--- config.mk ---
export PLATFORM = sky130hd
export DESIGN_NAME = sliding_window_kxk
export DESIGN_NICKNAME = d
export VERILOG_FILES = /design/src/rtl/sliding_window_kxk.sv
export SDC_FILE = /design/constraint.sdc
export NUM_CORES = 1
export LEC_CHECK = 0
export CAP_MARGIN = 40
export CORE_AREA = 4 4 250 252
export CTS_CLUSTER_SIZE = 40
export DETAILED_ROUTE_END_ITERATION = 16
export DIE_AREA = 0 0 254 256
export DONT_BUFFER_PORTS = 1
export SYNTH_ARGS = -nofsm -noshare
export SYNTH_HDL_FRONTEND = slang
export SYNTH_SLANG_ARGS = --single-unit
--- constraint.sdc ---
create_clock -name clk -period 3.85 [get_ports clk]
set_input_delay 0.77 -clock clk [delete_from_list [all_inputs] [get_ports clk]]
set_output_delay 0.77 -clock clk [all_outputs]
set_load 0.02 [all_outputs]
--- src/rtl/sliding_window_kxk.sv ---
// sliding_window_kxk: K x K sliding-window generator for a raster pixel stream.
// It holds K-1 internal line buffers. It emits one window per accepted pixel
// once the window lies fully inside the image ("valid" convolution, no padding).
// Input and output use valid/ready handshakes. A stalled output stops the input.
// Optional feature macro: SLIDING_WINDOW_SOF_EN. When defined, it adds a sof
// input that forces the accepted pixel to frame position (0,0).
module sliding_window_kxk #(
  parameter int DATA_W = 8,
  parameter int K      = 3,
  parameter int IMG_W  = 28,
  parameter int IMG_H  = 28
) (
  input  logic                       clk,
  input  logic                       rst,
`ifdef SLIDING_WINDOW_SOF_EN
  input  logic                       sof,
`endif
  input  logic                       in_valid,
  input  logic [DATA_W-1:0]          in_data,
  output logic                       in_ready,
  output logic                       win_valid,
  input  logic                       win_ready,
  output logic [K*K*DATA_W-1:0]      win_data,
  output logic [$clog2(IMG_H)-1:0]   win_row,
  output logic [$clog2(IMG_W)-1:0]   win_col
);

  localparam int COL_W = $clog2(IMG_W);
  localparam int ROW_W = $clog2(IMG_H);

  // Frame position of the next pixel to be accepted.
  logic [COL_W-1:0]  col_q;
  logic [ROW_W-1:0]  row_q;

  // Effective position of the pixel currently offered; sof may override it.
  logic [COL_W-1:0]  pix_col;
  logic [ROW_W-1:0]  pix_row;

  // lb[0] is the previous row, lb[K-2] the oldest row.
  logic [DATA_W-1:0] lb [K-1][IMG_W];
  logic [DATA_W-1:0] win_q [K][K];
  logic [DATA_W-1:0] new_col [K];

  logic accept;
  logic completes;
  logic last_col;
  logic last_row;

`ifdef SLIDING_WINDOW_SOF_EN
  assign pix_col = sof ? '0 : col_q;
  assign pix_row = sof ? '0 : row_q;
`else
  assign pix_col = col_q;
  assign pix_row = row_q;
`endif

  assign in_ready  = !win_valid || win_ready;
  assign accept    = in_valid && in_ready;
  assign completes = (pix_row >= ROW_W'(K-1)) && (pix_col >= COL_W'(K-1));
  assign last_col  = (pix_col == COL_W'(IMG_W-1));
  assign last_row  = (pix_row == ROW_W'(IMG_H-1));

  // Build the incoming window column from the line buffers and the new pixel, top to bottom.
  always_comb begin
    // NOTE: every always_comb output gets a default first so no path can infer a latch.
    for (int r = 0; r < K; r++) new_col[r] = '0;
    for (int r = 0; r < K-1; r++) new_col[r] = lb[K-2-r][pix_col];
    new_col[K-1] = in_data;
  end

  // Push the accepted pixel into lb[0] and age the older rows one buffer down at this column.
  always_ff @(posedge clk) begin
    // NOTE: the line-buffer RAM is deliberately not reset, so it maps onto plain
    // memory. Stale rows are never presented because windows need row >= K-1.
    if (accept) begin
      lb[0][pix_col] <= in_data;
      for (int i = 1; i < K-1; i++) lb[i][pix_col] <= lb[i-1][pix_col];
    end
  end

  // Window shift register, frame counters and output handshake state.
  always_ff @(posedge clk) begin
    // NOTE: sequential state uses non-blocking assignments only, so every read
    // in this block sees the pre-edge value, independent of statement order.
    if (rst) begin
      col_q     <= '0;
      row_q     <= '0;
      win_valid <= 1'b0;
      win_row   <= '0;
      win_col   <= '0;
      for (int r = 0; r < K; r++)
        for (int c = 0; c < K; c++) win_q[r][c] <= '0;
    end else if (accept) begin
      for (int r = 0; r < K; r++) begin
        for (int c = 0; c < K-1; c++) win_q[r][c] <= win_q[r][c+1];
        win_q[r][K-1] <= new_col[r];
      end
      if (last_col) begin
        col_q <= '0;
        row_q <= last_row ? '0 : pix_row + ROW_W'(1);
      end else begin
        col_q <= pix_col + COL_W'(1);
        row_q <= pix_row;
      end
      win_valid <= completes;
      if (completes) begin
        win_row <= pix_row;
        win_col <= pix_col;
      end
    end else if (win_ready) begin
      win_valid <= 1'b0;
    end
  end

  // Flatten the window: element (r,c) at [(r*K+c)*DATA_W +: DATA_W].
  for (genvar gr = 0; gr < K; gr++) begin : g_row
    for (genvar gc = 0; gc < K; gc++) begin : g_col
      assign win_data[(gr*K+gc)*DATA_W +: DATA_W] = win_q[gr][gc];
    end
  end

endmodule
==> reports/qor.txt <==
Post-Syn Area: 20910 µm²
Critical Path Fanout Max: 43
Yosys warning count: 0
Most common library cells after synthesis: 520 x edfxtp_1, 74 x mux4_2, 58 x and2_1
Post-Syn Area per Cell: 19.50 µm²
Seq cells post-synth: 541
Worst Path Required: 4.16 ns
RSZ-0062 raised after global routing: false
Sink Count: 541
All-Layer GR Usage: 14.97%
Num CTS Buffers: 53
Post-CTS setup buffer count: 0
Initial DRC count: 1052
Pleak: 7.555 nW
Top FF cell, synth: edfxtp_1
Register clock-pin slew on the reported worst setup and hold paths: 0.06 ns
Placement row count: 90
First-pass GRT wire length: 73.13 mm
Rel. slew slack: 40.72%
EDFF count, synth: 520
Critical R2R Capture: lb[0][443]
Drt wl/cell: 25.00 µm
Synth top area cells: edfxtp_1 75%, mux4_2 8.0%, mux2i_1 2.3%
DR WL met3: 4.286 mm
Slew Viols, Final: 0
Pwr/cell area: 520.1 nW/µm²
Hold path endpoint: col_q[1]
DRC Markers: 0
Hold Path Class: in -> reg
Part of the cycle the worst path needs: 88.01%
Cell count after synthesis: 1072
CTS max path bufs: 3
Via density: 5.367
Crit start category: register
Pin count of the biggest net entering global routing: 68
Ys async rst share: 0%
Final Skew: 0.01471 ns
Most common cell in the synthesized netlist: edfxtp_1
Layout cell share with drive strength beyond 1: 21.00%
Io pins: 96
Chip Height: 256 µm
Setup tns final: 0 ns
Worst R2R Setup Slack: 0.46 ns
Max IR drop VDD: 0.0003275 V
Met2 Routed Length: 22.63 mm
Layout area overhead: 14.44%
Vias in the first global route: 10659
First-pass DRT Iterations: 5
Post-CTS Hold Buffers: 0
Syn nets: 1090
Fin. Hold Viols: 0
H-tree depth: 2
Nets: 1156
Final number of setup-violating endpoints: 0
Critical Path Sink Type: register
Uppermost routed layer: met4
Worst hold margin: 0.2378 ns
Full die area: 65020 µm²
Total Wirelength: 49.15 mm
Via count: 10551
Number of max-cap violations: 0
Worst reg2reg path depth: 7
HPWL Detailed: 31.12 mm
GRT overflow: 0
IO Port Bufs: 0
Worst path arrival time: 3.69 ns
Yosys cell types: 57
TritonCTS clock tree: built
Outcome: complete, no violations
Max Freq: 295.1 MHz
Placeable Area: 60130 µm²
GP Congestion: 0.8106
Fin crit period: 3.388 ns
Actual slew at the worst max-slew pin: 0.8859 ns
Final antenna-violating net count: 0
CTS resizes: 0
Initial antenna violation count: 2
Worst reg2reg path startpoint: col_q[1]
Metal-1 WL: 20.91 mm
Die width: 254 µm
Largest area contributor in the netlist: edfxtp_1
Clock latency on the worst-skew pair: 0.60 ns
CP Class: reg -> reg
Hold Path Cell Cnt: 1
Min-delay src: rst
Area share of the largest cell type after synthesis: 74.69%
Initial Util: 34.77%
Root Driver: clkbuf_16
Post-synthesis sequential area ratio: 76.70%
stage by stage:
stage	power [W]	util (%)	area [µm²]	instances	worst slack, ns
4_1_cts	0.01256	39.77	23920	1963	0.4427
6_report	0.01244	39.79	23920	1966	0.4616
3_5_place_dp	0.007442	36.91	22200	1865	0.4811
5_1_grt	0.01286	39.78	23920	1965	0.3194
2_1_floorplan	0.007215	-	20910	1072	0.5520
3_3_place_gp	0.007422	36.78	22120	1859	0.2989
sequential cells by signal, indices dropped and copies added (netlist names):
register   count
col_q          5
win_q         72
win_valid      1
win_col        5
lb           448
win_row        5
pix_row        5
cell usage in the layout, fill, tap and decap left out, types with 12 or more instances in the layout:
master     count
a22oi_1       15
a31oi_1       13
clkinv_1      12
clkbuf_16     53
a21oi_1       23
buf_4         59
edfxtp_1     520
nand3_1       22
clkinv_2      14
nor2_1        31
a22o_1        13
nand2_1       34
mux2i_1       49
o22ai_1       19
dfxtp_1       19
mux4_2        74
mux4_1        13
o21ai_0       12
and2_1        58
report_power, final:
part / switching, W / internal (W)
Combinational: 0.000336 / 0.000221
Clock: 0.00214 / 0.00299
Sequential: 0.000145 / 0.00661
routing by layer:
metal / up-vias / global-route usage (%)
met5: - / 0
li1: 4496 / -
met1: 5495 / 21.00
met4: 0 / 4.374
met3: 84 / 4.136
met2: 476 / 22.98
final cells by class:
cell class,instances,area [µm²]
Antenna cell,3,7.507
Clock buffer,61,1356
Clock inverter,37,362.8
Fill cell,5331,36210
Inverter,9,33.78
Multi-Input combinational cell,465,4557
Sequential cell,541,16040
Tap cell,782,978.4
Timing Repair Buffer,68,585.6
worst max path at each step:
stage	startpoint	endpoint	slack (ns)	cells after the start
floorplan	win_ready	win_q[0][0]	0.55	4
global placement	col_q[1]	lb[0][398]	0.30	6
detailed placement	col_q[1]	lb[0][419]	0.48	6
CTS	col_q[1]	lb[0][443]	0.44	7
global route	col_q[1]	lb[0][443]	0.32	7
finish	col_q[1]	lb[0][443]	0.46	7
logic make-up after synthesis:
logic type	count (synthesis)	synth area share, %
AOI/OAI and AO/OA	117	3.866
muxes	143	12.33
adders and majority gates	6	0.3591
and+or+nand+nor	197	5.003
xor gates and xnor gates	2	0.08380
buffers and inverters	66	1.658
DFF	541	76.70
critical path, stage by stage, from the launching register on:
cell	delay (ns)
dfxtp_4	0.78
buf_12	0.37
buf_4	0.28
mux2i_1	0.21
o22ai_1	0.11
a211oi_1	0.62
nand3_1	0.31
buf_4	0.32
Note: power is estimated with default switching activity, not from simulation.
